<file path="src/rtl/led_seq_pkg.sv">
`default_nettype none
// ============================================================================
// Module      : led_seq_pkg
// Description : Shared definitions for the LED sequence controller family.
//               Pattern mode encodings, controller FSM states and the
//               pattern each mode starts from (pattern bit 1 = LED lit).
// Revision    : 1.0 - initial release
// ============================================================================
package led_seq_pkg;

    typedef enum logic [1:0] {
        MODE_SHL    = 2'd0,
        MODE_SHR    = 2'd1,
        MODE_BOUNCE = 2'd2,
        MODE_BLINK  = 2'd3
    } mode_t;

    typedef enum logic [1:0] {
        ST_IDLE = 2'd0,
        ST_RUN  = 2'd1,
        ST_DONE = 2'd2
    } state_t;

    localparam logic [3:0] c_INIT_SHL    = 4'b0001;
    localparam logic [3:0] c_INIT_SHR    = 4'b1000;
    localparam logic [3:0] c_INIT_BOUNCE = 4'b0001;
    localparam logic [3:0] c_INIT_BLINK  = 4'b1111;
    localparam logic [3:0] c_PAT_OFF     = 4'b0000;

    function automatic logic [3:0] init_pattern(input mode_t mode);
        logic [3:0] pat;
        case (mode)
            MODE_SHL:    pat = c_INIT_SHL;
            MODE_SHR:    pat = c_INIT_SHR;
            MODE_BOUNCE: pat = c_INIT_BOUNCE;
            MODE_BLINK:  pat = c_INIT_BLINK;
            default:     pat = c_PAT_OFF;
        endcase
        return pat;
    endfunction

endpackage
`default_nettype wire

</file>
<file path="src/rtl/led_step_timer.sv">
`default_nettype none
// ============================================================================
// Module      : led_step_timer
// Description : Step interval counter. While enabled it counts 0..period and
//               wraps, raising tick for the cycle in which the count equals
//               period, so a tick occurs every period+1 enabled cycles.
// Ports       : sys_clk, sys_rst (sync, active high)
//               clear  - force count to 0 (dominates enable)
//               enable - count this cycle
//               period - interval minus one
//               tick   - one-cycle pulse on the wrap edge
// Revision    : 1.0 - initial release
// ============================================================================
module led_step_timer #(
    parameter int PERIOD_W = 25
) (
    input  logic                sys_clk,
    input  logic                sys_rst,
    input  logic                clear,
    input  logic                enable,
    input  logic [PERIOD_W-1:0] period,
    output logic                tick
);

    logic [PERIOD_W-1:0] r_count;
    logic                w_wrap;

    assign w_wrap = (r_count == period);
    // Tick is decoded from the registered count so the consumer can act on
    // the very edge where the count wraps.
    assign tick   = enable && !clear && w_wrap;

    always_ff @(posedge sys_clk) begin
        if (sys_rst || clear) begin
            r_count <= '0;
        end else if (enable) begin
            if (w_wrap) begin
                r_count <= '0;
            end else begin
                r_count <= r_count + 1'b1;
            end
        end
    end

endmodule
`default_nettype wire

</file>
<file path="src/rtl/led_seq_ctrl.sv">
`default_nettype none
// ============================================================================
// Module      : led_seq_ctrl
// Description : LED sequence controller. Accepts a command (mode, step count,
//               step period) in IDLE, advances a 4-bit pattern every
//               period+1 cycles in RUN, pulses done for one cycle after the
//               last step, then returns to IDLE holding the final pattern.
// Ports       : sys_clk, sys_rst (sync, active high)
//               cmd_valid/cmd_ready, cmd_mode, cmd_steps (0 = endless),
//               cmd_period (interval minus one), stop (abort RUN)
//               led_out (active low), busy, done
// Revision    : 1.0 - initial release
// ============================================================================
module led_seq_ctrl
    import led_seq_pkg::*;
#(
    parameter int PERIOD_W = 25,
    parameter int STEPS_W  = 8
) (
    input  logic                sys_clk,
    input  logic                sys_rst,
    input  logic                cmd_valid,
    output logic                cmd_ready,
    input  logic [1:0]          cmd_mode,
    input  logic [STEPS_W-1:0]  cmd_steps,
    input  logic [PERIOD_W-1:0] cmd_period,
    input  logic                stop,
    output logic [3:0]          led_out,
    output logic                busy,
    output logic                done
);

    state_t              r_state;
    mode_t               r_mode;
    logic [STEPS_W-1:0]  r_steps;
    logic [STEPS_W-1:0]  r_remain;
    logic [PERIOD_W-1:0] r_period;
    logic                r_dir_up;
    logic [3:0]          r_led_n;
    logic                r_ready;
    logic                r_busy;
    logic                r_done;

    logic [3:0]          w_pattern;
    logic [3:0]          w_next_pattern;
    logic                w_next_dir;
    logic                w_tick;
    logic                w_running;

    // The pattern is held inverted so the LED drive comes straight off flops.
    assign w_pattern = ~r_led_n;
    assign w_running = (r_state == ST_RUN);

    led_step_timer #(
        .PERIOD_W (PERIOD_W)
    ) u_timer (
        .sys_clk (sys_clk),
        .sys_rst (sys_rst),
        .clear   (!w_running),
        .enable  (w_running),
        .period  (r_period),
        .tick    (w_tick)
    );

    always_comb begin
        w_next_pattern = w_pattern;
        w_next_dir     = r_dir_up;
        case (r_mode)
            MODE_SHL:    w_next_pattern = {w_pattern[2:0], w_pattern[3]};
            MODE_SHR:    w_next_pattern = {w_pattern[0], w_pattern[3:1]};
            MODE_BOUNCE: begin
                // Reverse at either end: the end LED is shown once, then
                // the next step already moves back inward.
                if (r_dir_up) begin
                    if (w_pattern[3]) begin
                        w_next_pattern = {1'b0, w_pattern[3:1]};
                        w_next_dir     = 1'b0;
                    end else begin
                        w_next_pattern = {w_pattern[2:0], 1'b0};
                    end
                end else begin
                    if (w_pattern[0]) begin
                        w_next_pattern = {w_pattern[2:0], 1'b0};
                        w_next_dir     = 1'b1;
                    end else begin
                        w_next_pattern = {1'b0, w_pattern[3:1]};
                    end
                end
            end
            MODE_BLINK:  w_next_pattern = ~w_pattern;
            default:     w_next_pattern = w_pattern;
        endcase
    end

    always_ff @(posedge sys_clk) begin
        if (sys_rst) begin
            r_state  <= ST_IDLE;
            r_mode   <= MODE_SHL;
            r_steps  <= '0;
            r_remain <= '0;
            r_period <= '0;
            r_dir_up <= 1'b1;
            r_led_n  <= ~c_PAT_OFF;
            r_ready  <= 1'b1;
            r_busy   <= 1'b0;
            r_done   <= 1'b0;
        end else begin
            case (r_state)
                ST_IDLE: begin
                    // stop alone is meaningless here; a command always wins.
                    if (cmd_valid) begin
                        r_mode   <= mode_t'(cmd_mode);
                        r_steps  <= cmd_steps;
                        r_remain <= cmd_steps;
                        r_period <= cmd_period;
                        r_dir_up <= 1'b1;
                        r_led_n  <= ~init_pattern(mode_t'(cmd_mode));
                        r_state  <= ST_RUN;
                        r_ready  <= 1'b0;
                        r_busy   <= 1'b1;
                    end
                end
                ST_RUN: begin
                    // Abort beats a coincident final step: no advance, no done.
                    if (stop) begin
                        r_state <= ST_IDLE;
                        r_ready <= 1'b1;
                        r_busy  <= 1'b0;
                    end else if (w_tick) begin
                        r_led_n  <= ~w_next_pattern;
                        r_dir_up <= w_next_dir;
                        // A zero step count means run forever: never count down.
                        if (r_steps != '0) begin
                            r_remain <= r_remain - 1'b1;
                            if (r_remain == STEPS_W'(1)) begin
                                r_state <= ST_DONE;
                                r_busy  <= 1'b0;
                                r_done  <= 1'b1;
                            end
                        end
                    end
                end
                ST_DONE: begin
                    r_state <= ST_IDLE;
                    r_done  <= 1'b0;
                    r_ready <= 1'b1;
                end
                default: begin
                    r_state <= ST_IDLE;
                    r_ready <= 1'b1;
                    r_busy  <= 1'b0;
                    r_done  <= 1'b0;
                end
            endcase
        end
    end

    assign led_out   = r_led_n;
    assign cmd_ready = r_ready;
    assign busy      = r_busy;
    assign done      = r_done;

endmodule
`default_nettype wire

</file>
<file path="config.mk">
export PLATFORM = sky130hd
export DESIGN_NAME = led_seq_ctrl
export DESIGN_NICKNAME = d
export VERILOG_FILES = /design/src/rtl/led_seq_pkg.sv /design/src/rtl/led_step_timer.sv /design/src/rtl/led_seq_ctrl.sv
export SDC_FILE = /design/constraint.sdc
export NUM_CORES = 1
export LEC_CHECK = 0
export ABC_AREA = 1
export BUFFER_PORTS_ARGS = -buffer_cell sky130_fd_sc_hd__buf_4
export CAP_MARGIN = 10
export CORE_ASPECT_RATIO = 0.8
export CORE_UTILIZATION = 45
export DETAILED_ROUTE_END_ITERATION = 12
export SLEW_MARGIN = 20
export SYNTH_ARGS = -nofsm -noshare
export SYNTH_HDL_FRONTEND = slang
export SYNTH_HIERARCHICAL = 1
export SYNTH_SLANG_ARGS = --single-unit
</file>
<file path="constraint.sdc">
create_clock -name sys_clk -period 4.4 [get_ports sys_clk]
set_clock_uncertainty 0.05 [all_clocks]
set_input_delay 1.1 -clock sys_clk [delete_from_list [all_inputs] [get_ports sys_clk]]
set_output_delay 1.1 -clock sys_clk [all_outputs]
set_load 0.02 [all_outputs]
</file>
==> flow_summary_export.csv <==
group,metric,value,unit
status,status,"finished clean",
timing,rsz0062_at_grt,"false",
setup_path,crit_path_start_kind,"flip-flop",
power_and_ir_drop,leakage,2.18,nW
clocking,cts_sinks,78,
cells_and_area,final_common_cell,"nand2_1",
power_and_ir_drop,ir_drop,0.306,mV
synth,syn_inst,681,
timing,slew_violations,0,
global_route,antenna_found_initial,0,
synth,synth-seq-area-share,36.7,%
routing,wl,10.5,mm
synth,synth_cell_type_count,36,
setup_path,critical_path_class,"reg -> reg",
cells_and_area,fin_area,4930,µm²
cells_and_area,drive_gt1_share,11.2,%
routing,vias,4110,
routing,wl_per_cell,12.5,µm
cells_and_area,nNetsFinal,760,
global_route,grt_pass1_wl,17.0,mm
synth,synth.avg_cell_area,6.24,µm²
clocking,cts_made_buffers,9,
cells_and_area,nFillCells,946,
clocking,clk-insertion-delay-late,0.34,ns
synth,synth_fp_nets,723,
setup_path,crit_fanout,22,
global_route,grt.busiest_layer,"met2",
timing,whs,0.418,ns
synth,synth_top_area_share,36.7,%
timing,fmax,0.351,GHz
synth,yosysTopAreaCell,"dfxtp_1",
routing,firstDrtPassIters,5,
setup_path,worstPathArrival,3.03,ns
global_route,grt_pass1_vias,3560,
global_route,track_usage,22.1,%
cells_and_area,final_cell_mix,"nand2_1, nor2_1, inv_1",
power_and_ir_drop,powerDensity,370,nW/µm²
worst_hold_path,hold_class,"reg -> reg",
floorplan,rows,31,
clocking,clockRootBuffer,"clkbuf_16",
clocking,cts_max_path_buffers,2,
clocking,cts_tree,"done",
setup_path,required,4.58,ns
clocking,clkTransAtPathRegs,0.06,ns
place,postPlaceCellArea,4610,µm²
floorplan,die_area,9840,µm²
floorplan,die_w,111,µm
timing,worst_slew_pin_slew,0.725,ns
global_route,use_met1,29.4,%
timing,hold_violations,0,
routing,ant_nets,0,
synth,synth-seq-cells,78,
place,dp_hpwl,7.70,mm
synth,synth_area,4250,µm²
floorplan,die-height,88.9,µm
place,globalplace.congestion,0.894,
global_route,grt_use_met3,4.95,%
routing,drt-initial-drc-count,263,
timing,fin_crit_sh,64.8,%
clocking,cts_setup_buffers,0,
place,port_buffers,45,
global_route,overflow,0,
setup_path,r2r_slack,1.55,ns
setup_path,critPathCaptureType,"flip-flop",
clocking,h-tree-depth,3,
timing,period_needed,2.85,ns
cells_and_area,syn_to_final_growth,16.0,%
run,drv_cap,0,
timing,max_slew_margin,51.5,%
routing,via_per_inst,4.90,
routing,drc,0,
global_route,grt_max_degree,45,
floorplan,ios,46,
clocking,ctsHoldBuffers,0,
synth,yosysWarnings,6,
synth,synth_area_leaders,"dfxtp_1, nand2_1, nor2_1, inv_1, o21ai_0",
timing,setup_viol,0,
cells_and_area,diodes,0,
floorplan,core-area,9110,µm²
global_route,grtUsageMet2,36.5,%
timing,fin_setup_tns,0,ns
clocking,ctsResizeCount,0,
floorplan,initial_core_util,46.6,%
worst max-delay path, stage by stage (launching register included):
cell and delay (ns):
dfxtp_1 0.43, inv_2 0.10, nor2_8 0.32, inv_2 0.12
nor2_1 0.12, nand2_1 0.06, nor2_1 0.11, nand3_1 0.16
nor3_1 0.33, inv_1 0.14, o21ai_4 0.24, nand2_2 0.19
inv_1 0.19, nand2_1 0.07, nand2_1 0.06, a21oi_1 0.04
final cells by class:
| class | instances | area, µm² | share of cell area [%] |
|---|---|---|---|
| Timing Repair Buffer | 45 | 338 | 6.85 |
| Clock buffer | 11 | 243 | 4.92 |
| Sequential cell | 78 | 1560 | 31.7 |
| Multi-Input combinational cell | 498 | 2240 | 45.4 |
| Tap cell | 115 | 144 | 2.92 |
| Clock inverter | 5 | 81.3 | 1.65 |
| Inverter | 86 | 323 | 6.55 |
cell families after synthesis:
kind of cell,synth area share (%)
AND/OR/NAND/NOR,38.8
buffers and inverters,10.5
AO/OA/AOI/OAI,10.5
flip-flops,36.7
XOR/XNOR,2.47
adder cells (fa/ha/maj),0.883
path summary, 6_finish.rpt:
check                           cells after the start           to       start
worst max-delay path                               15  r_remain[6]  r_state[0]
worst min register to register                      2         busy        busy
worst max register to register                     15  r_remain[6]  r_state[0]
worst min-delay path                                2         busy        busy
cell usage after synthesis:
cell,count
dfxtp_1,78
a21oi_2,2
clkbuf_8,1
inv_2,4
nor3_4,1
buf_1,1
nand4_1,8
o22ai_1,2
buf_6,4
nor3_1,12
nor2_8,1
o21ai_0,53
nand2_4,1
and3_1,1
clkbuf_1,5
inv_1,82
o211ai_1,2
nand2_2,2
nor2_1,149
a31oi_1,2
nor2_4,1
nand2_1,192
o21ai_1,3
xnor2_1,3
o21a_1,1
xor2_1,9
a211oi_1,1
nor2_2,4
nand3_1,29
o21bai_4,1
or2_2,2
buf_2,7
buf_4,1
ha_1,3
o21ai_4,1
a21oi_1,12
power breakdown:
| part | switching (mW) | total, mW | internal (mW) |
|---|---|---|---|
| registers | 0.0351 | 0.782 | 0.747 |
| logic | 0.145 | 0.240 | 0.0943 |
| clock network | 0.292 | 0.805 | 0.513 |
layer usage:
metal | share of wire (%) | up-vias
li1 | - | 2179
met1 | 48 | 1851
met2 | 47 | 69
met3 | 4.1 | 11
met4 | 1.2 | 0
met5 | 0 | -
flip-flops by register name, indices dropped and copies added, names as in the netlist:
signal / cells
r_period: 25
u_timer/r_count: 25
r_remain: 8
r_steps: 8
led_out: 4
r_mode: 2
r_state: 2
busy: 1
cmd_ready: 1
done: 1
r_dir_up: 1
stage by stage:
| step | total power [mW] | setup WS, ns | instances | utilization [%] |
|---|---|---|---|---|
| finish | 1.83 | 1.55 | 838 | 54.1 |
| CTS | 1.85 | 1.55 | 838 | 54.1 |
| detailed placement | 1.04 | 1.48 | 822 | 50.5 |
| global route | 1.92 | 1.26 | 838 | 54.1 |
| global placement | 1.03 | 1.57 | 822 | 50.5 |
| floorplan | 0.961 | 1.94 | 681 | - |
Note: power is estimated with default switching activity, not from simulation.
